--- config.mk ---
export PLATFORM = sky130hd
export DESIGN_NAME = tdm_mux_n
export DESIGN_NICKNAME = d
export VERILOG_FILES = /design/src/rtl/tdm_mux_pkg.sv /design/src/rtl/tdm_mux_ptr.sv /design/src/rtl/tdm_mux_n.sv
export SDC_FILE = /design/constraint.sdc
export NUM_CORES = 1
export LEC_CHECK = 0
export ABC_AREA = 1
export BUFFER_PORTS_ARGS = -buffer_cell sky130_fd_sc_hd__buf_2
export CAP_MARGIN = 20
export CELL_PAD_IN_SITES_DETAIL_PLACEMENT = 0
export CELL_PAD_IN_SITES_GLOBAL_PLACEMENT = 1
export CORE_ASPECT_RATIO = 2
export CORE_MARGIN = 2
export CORE_UTILIZATION = 28
export CTS_CLUSTER_DIAMETER = 80
export DETAILED_ROUTE_END_ITERATION = 8
export PLACE_DENSITY = 0.83
export SETUP_SLACK_MARGIN = 0.05
export SLEW_MARGIN = 20
export SYNTH_ARGS = -nofsm -noshare
export SYNTH_HDL_FRONTEND = slang
export SYNTH_HIERARCHICAL = 1
export SYNTH_SLANG_ARGS = --single-unit
export TNS_END_PERCENT = 30
--- constraint.sdc ---
create_clock -name clk -period 1.6 [get_ports clk]
set_input_delay 0.48 -clock clk [delete_from_list [all_inputs] [get_ports clk]]
set_output_delay 0.48 -clock clk [all_outputs]
set_load 0.03 [all_outputs]
--- src/rtl/tdm_mux_pkg.sv ---
// Shared definitions for the N-channel TDM multiplexer: the mode encoding and
// the select-width helper.
package tdm_mux_pkg;

  typedef enum logic {
    MODE_SELECT = 1'b0,
    MODE_SCAN   = 1'b1
  } mode_e;

  // Width needed to index v channels; never narrower than one bit.
  function automatic int unsigned clog2(input int unsigned v);
    int unsigned r;
    r = 0;
    for (int unsigned x = v - 1; x > 0; x = x >> 1) begin
      r = r + 1;
    end
    return (r == 0) ? 1 : r;
  endfunction

endpackage

--- src/rtl/tdm_mux_ptr.sv ---
// Modulo-N round-robin pointer for SCAN mode: async reset to 0, advances on
// adv, wraps from N-1 back to 0 by explicit compare.
module tdm_mux_ptr
  import tdm_mux_pkg::*;
#(
  parameter int unsigned N    = 4,
  parameter int unsigned SELW = clog2(N)
) (
  input  logic            clk,
  input  logic            rst,
  input  logic            adv,
  output logic [SELW-1:0] ptr
);

  localparam logic [SELW-1:0] LAST = SELW'(N - 1);

  logic [SELW-1:0] ptr_q;
  logic [SELW-1:0] ptr_d;

  always_comb begin
    ptr_d = ptr_q;
    if (adv) begin
      ptr_d = (ptr_q == LAST) ? '0 : ptr_q + 1'b1;
    end
  end

  always_ff @(posedge clk or posedge rst) begin
    if (rst) begin
      ptr_q <= '0;
    end else begin
      ptr_q <= ptr_d;
    end
  end

  assign ptr = ptr_q;

endmodule

--- src/rtl/tdm_mux_n.sv ---
// N-channel, W-bit multiplexer with a registered valid/ready output stage.
// SELECT picks the source by sel; SCAN walks a round-robin pointer over all channels.
module tdm_mux_n
  import tdm_mux_pkg::*;
#(
  parameter int unsigned N    = 4,
  parameter int unsigned W    = 8,
  parameter int unsigned SELW = clog2(N)
) (
  input  logic            clk,
  input  logic            rst,
  input  logic [N*W-1:0]  in_data,
  input  logic [N-1:0]    in_valid,
  output logic [N-1:0]    in_ready,
  input  logic            mode,
  input  logic [SELW-1:0] sel,
  output logic [W-1:0]    out_data,
  output logic [SELW-1:0] out_ch,
  output logic            out_valid,
  input  logic            out_ready
);

  mode_e           mode_s;
  logic [SELW-1:0] ptr;
  logic [SELW-1:0] cur;
  logic            free;
  logic            adv;
  logic            cur_valid;
  logic            load;
  logic [W-1:0]    cur_data;
  logic [W-1:0]    ch_data [N];

  logic            out_valid_q, out_valid_d;
  logic [W-1:0]    out_data_q,  out_data_d;
  logic [SELW-1:0] out_ch_q,    out_ch_d;

  for (genvar g = 0; g < N; g++) begin : g_split
    assign ch_data[g] = in_data[g*W +: W];
  end

  assign mode_s = mode_e'(mode);
  assign cur    = (mode_s == MODE_SCAN) ? ptr : sel;
  assign free   = !out_valid_q || out_ready;
  assign adv    = (mode_s == MODE_SCAN) && free;

  // Only an index in 0..N-1 can match, so cur >= N selects nothing.
  always_comb begin
    cur_valid = 1'b0;
    cur_data  = '0;
    in_ready  = '0;
    for (int unsigned k = 0; k < N; k++) begin
      if (cur == SELW'(k)) begin
        cur_valid   = in_valid[k];
        cur_data    = ch_data[k];
        in_ready[k] = free && !rst;
      end
    end
  end

  assign load = free && cur_valid;

  always_comb begin
    out_valid_d = out_valid_q;
    out_data_d  = out_data_q;
    out_ch_d    = out_ch_q;
    if (free) begin
      out_valid_d = load;
      if (load) begin
        out_data_d = cur_data;
        out_ch_d   = cur;
      end
    end
  end

  always_ff @(posedge clk or posedge rst) begin
    if (rst) begin
      out_valid_q <= 1'b0;
      out_data_q  <= '0;
      out_ch_q    <= '0;
    end else begin
      out_valid_q <= out_valid_d;
      out_data_q  <= out_data_d;
      out_ch_q    <= out_ch_d;
    end
  end

  tdm_mux_ptr #(
    .N    (N),
    .SELW (SELW)
  ) u_ptr (
    .clk (clk),
    .rst (rst),
    .adv (adv),
    .ptr (ptr)
  );

  assign out_valid = out_valid_q;
  assign out_data  = out_data_q;
  assign out_ch    = out_ch_q;

endmodule

==> out/results.md <==
| Group | Quantity | This run |
|:---|:---|:---|
| clock network | Insertion delay of the later-clocked pin in the worst-skew pair | 0.24 ns |
| timing | Final hold violation count | 0 |
| timing | Relative slew slack | 88.4% |
| route | Via count normalized by instance count | 4.76 |
| power and ir drop | Power density relative to cell area | 1460 mW/mm^2 |
| grt | Via count of the first global-routing pass | 1174 |
| die | Effective utilization at floorplan | 29.2% |
| grt | Largest net degree at the start of global routing | 13 |
| worst setup path | Beginning of the worst register-to-register path | u_ptr/ptr[0] |
| cells and area | Synthesis-to-finish area growth | 67.4% |
| placement | Port buffer count | 56 |
| worst hold path | Kind of path behind the tightest hold check | in2async |
| synthesis | Distinct cells, synth | 17 |
| cells and area | Inserted Diodes | 0 |
| clock network | CTS HTree Levels | 1 |
| route | Number of remaining DRC errors | 0 |
| power and ir drop | Peak supply drop | 639 uV |
| grt | Total overflow reported by the global router | 0 |
| route | Final antenna-violating net count | 0 |
| worst setup path | CP cell instances | inv_2 -> nor2_2 -> inv_2 -> nand2_4 -> nor3_4 -> buf_6 |
| grt | Global-route usage over all layers | 17.4% |
| clock network | Clock slew at reported path FFs | 0.05 ns |
| placement | Total half-perimeter wirelength after legalization and detailed placement | 2700 um |
| clock network | Number of hold buffers added after cts | 0 |
| timing | Final min period | 1.73 ns |
| clock network | Clock root buffer | clkbuf_8 |
| timing | Slew Viols, Final | 0 |
| synthesis | Synthesized cell area | 986 um^2 |
| timing | Peak clock frequency supported by timing | 0.578 GHz |
| route | Routed wire per std cell | 12.0 um |
| route | Total wire length | 3080 um |
| worst setup path | Worst reg2reg endpoint | out_data[4] |
| timing | Count of final setup violators | 4 |
| die | Overall die area | 0.00404 mm^2 |
| cells and area | Fill cells | 377 |
| clock network | Clock buffer count from CTS | 3 |
| worst setup path | Biggest cell delay along the critical path | 0.40 ns |
| cells and area | Final #Nets | 268 |
| route | DR pass1 iterations | 4 |
| worst setup path | Setup CP Type | reg2out |
| timing | Smallest setup slack after layout | -0.131 ns |
| die | Chip Width | 46.0 um |
| run | # Max-Cap Violations | 0 |
| worst setup path | Number of buffer and inverter instances along the worst setup path | 3 |
| worst setup path | Cell seen most often among critical-path stages | inv_2 |
| synthesis | Cell count after synthesis | 147 |
| worst setup path | Maximum net fanout on the critical path | 4 |
| grt | First-pass GRT wire length | 5060 um |
| clock network | CTS max path bufs | 2 |
| worst setup path | Depth of the worst register-to-register path | 11 |
| synthesis | Post-synthesis average cell area | 6.71 um^2 |
| placement | Pre-CTS WS | -0.374 ns |
| die | I/O pin cnt | 57 |
| placement | Global placement routability congestion | 0.784 |
| worst setup path | CP max-delay cell | dfrtp_2 |
| worst setup path | Kind of end point of the critical path | output port |
| worst setup path | Critical Path Start Type | flop |
| status | Violated checks | negative setup slack |
| die | Number of placement rows | 30 |
| power and ir drop | Overall power of the completed layout | 2.41 mW |
| cells and area | Final design utilization | 48.9% |
| timing | Hold slack | 0.112 ns |
| worst setup path | Register-to-register setup slack | 0.12 ns |
| synthesis | Net count after synthesis | 190 |
| route | DR vias | 1218 |
| cells and area | Fraction of final layout cells with drive strength greater than 1 | 54.0% |
| timing | Portion of the clock cycle consumed by the worst path in the final layout | 108% |
| grt | Initial antenna violation count | 0 |
| clock network | Clock tree from TritonCTS | yes |
| synthesis | Synthesis Warnings | 6 |
| route | Violation count after the first detailed-routing iteration | 16 |
| cells and area | Final Cell Area | 0.00165 mm^2 |
| synthesis | Share of synthesized area occupied by flip-flops and latches | 33.0% |
| power and ir drop | Standby leakage power | 0.912 nW |
| synthesis | Count of state elements after synthesis | 13 |
| die | Die boundary height | 87.9 um |
| die | Floorplan core area | 0.00338 mm^2 |
| placement | Placement Cell Area | 0.00150 mm^2 |
| timing | Setup clock skew after layout | 0.00324 ns |
| worst setup path | CP top delay family | flip-flops |
| worst setup path | Critical path data required time | 1.12 ns |
| timing | Unrepaired setup endpoints after global routing | true |
| worst setup path | Arrival time of the worst setup path | 1.25 ns |
| status | Status | complete, but fails checks |
| timing | Slew @ Worst Pin | 0.173 ns |
| clock network | CTS sink cnt | 13 |
registers in the layout, indices dropped and copies added (netlist names):
| name | cells |
|---|---|
| out_valid | 1 |
| u_ptr/ptr | 2 |
| out_data | 8 |
| out_ch | 2 |
power breakdown:
group          internal [mW]  total, mW  switching (mW)
combinational          0.605       1.53           0.929
sequential             0.484      0.581          0.0971
clock                  0.176      0.290           0.115
cells by family (layout without fill, tap and decap cells):
| logic type | after synthesis | in the layout | synth area share [%] |
|---|---|---|---|
| and+or+nand+nor | 112 | 112 | 55.3 |
| buffers and inverters | 21 | 98 | 10.4 |
| adders and majority gates | 1 | 1 | 1.27 |
| DFF | 13 | 13 | 33.0 |
area by class of cell:
cell class | instances | area (um^2) | share of cell area, %
inverters | 13 | 68.8 | 4.17
clock buffers | 4 | 45.0 | 2.73
multi-input cells | 113 | 656 | 39.7
flip-flops and latches | 13 | 327 | 19.8
repair buffers | 81 | 514 | 31.2
well taps | 32 | 40.0 | 2.43
stage by stage:
stage | cells | TNS [ns]
after floorplan | 147 | -0.124
after global placement | 249 | -3.62
after detailed placement | 249 | -3.93
after CTS | 255 | -0.474
after global routing | 256 | -0.746
final | 256 | -0.389
placed cells by master (no fill, tap or decap), types with 6 or more instances in the layout:
cell and n:
buf_2 51, nand2_1 38, nand3_1 33, buf_4 22, nand2_2 16, dfrtp_1 12, inv_1 7, nand2_4 7
buf_6 7, nand4_1 6
metal layers:
metal,wire [um],share of wire (%),global-route usage [%]
met2,1760,57,31.6
met5,0,0,0
met4,171,5.6,13.5
met3,115,3.7,0.412
met1,1030,34,17.2
worst max path at each step:
stage / from / end / slack [ns] / cells after the start
global placement: mode / in_ready[1] / -0.33 / 6
floorplan: mode / in_ready[1] / -0.03 / 6
finish: out_valid / in_ready[1] / -0.13 / 6
CTS: u_ptr/ptr[0] / in_ready[1] / -0.14 / 6
global route: out_valid / in_ready[3] / -0.19 / 6
detailed placement: mode / in_ready[1] / -0.37 / 6
cell usage after synthesis:
master / n / share of area (%)
buf_1: 1 / 0.38
buf_2: 4 / 2.0
buf_4: 1 / 0.76
buf_6: 2 / 2.3
dfrtp_1: 13 / 33
ha_1: 1 / 1.3
inv_1: 12 / 4.6
inv_2: 1 / 0.38
nand2_1: 45 / 17
nand2_2: 15 / 9.5
nand2_4: 1 / 1.1
nand3_1: 33 / 17
nand3b_1: 3 / 2.3
nand4_1: 6 / 3.8
nor2_1: 4 / 1.5
nor2_4: 1 / 1.1
nor3_1: 4 / 2.0
what timing repair did:
action | CTS | global route
pin swaps | 8 | 5
endpoints found under the hold margin | 0 | 0
setup endpoints to repair | 15 | 15
resized for setup | 20 | 6
gates cloned | 0 | 0
buffers inserted | 2 | 1
Note: power is estimated with default switching activity, not from simulation.
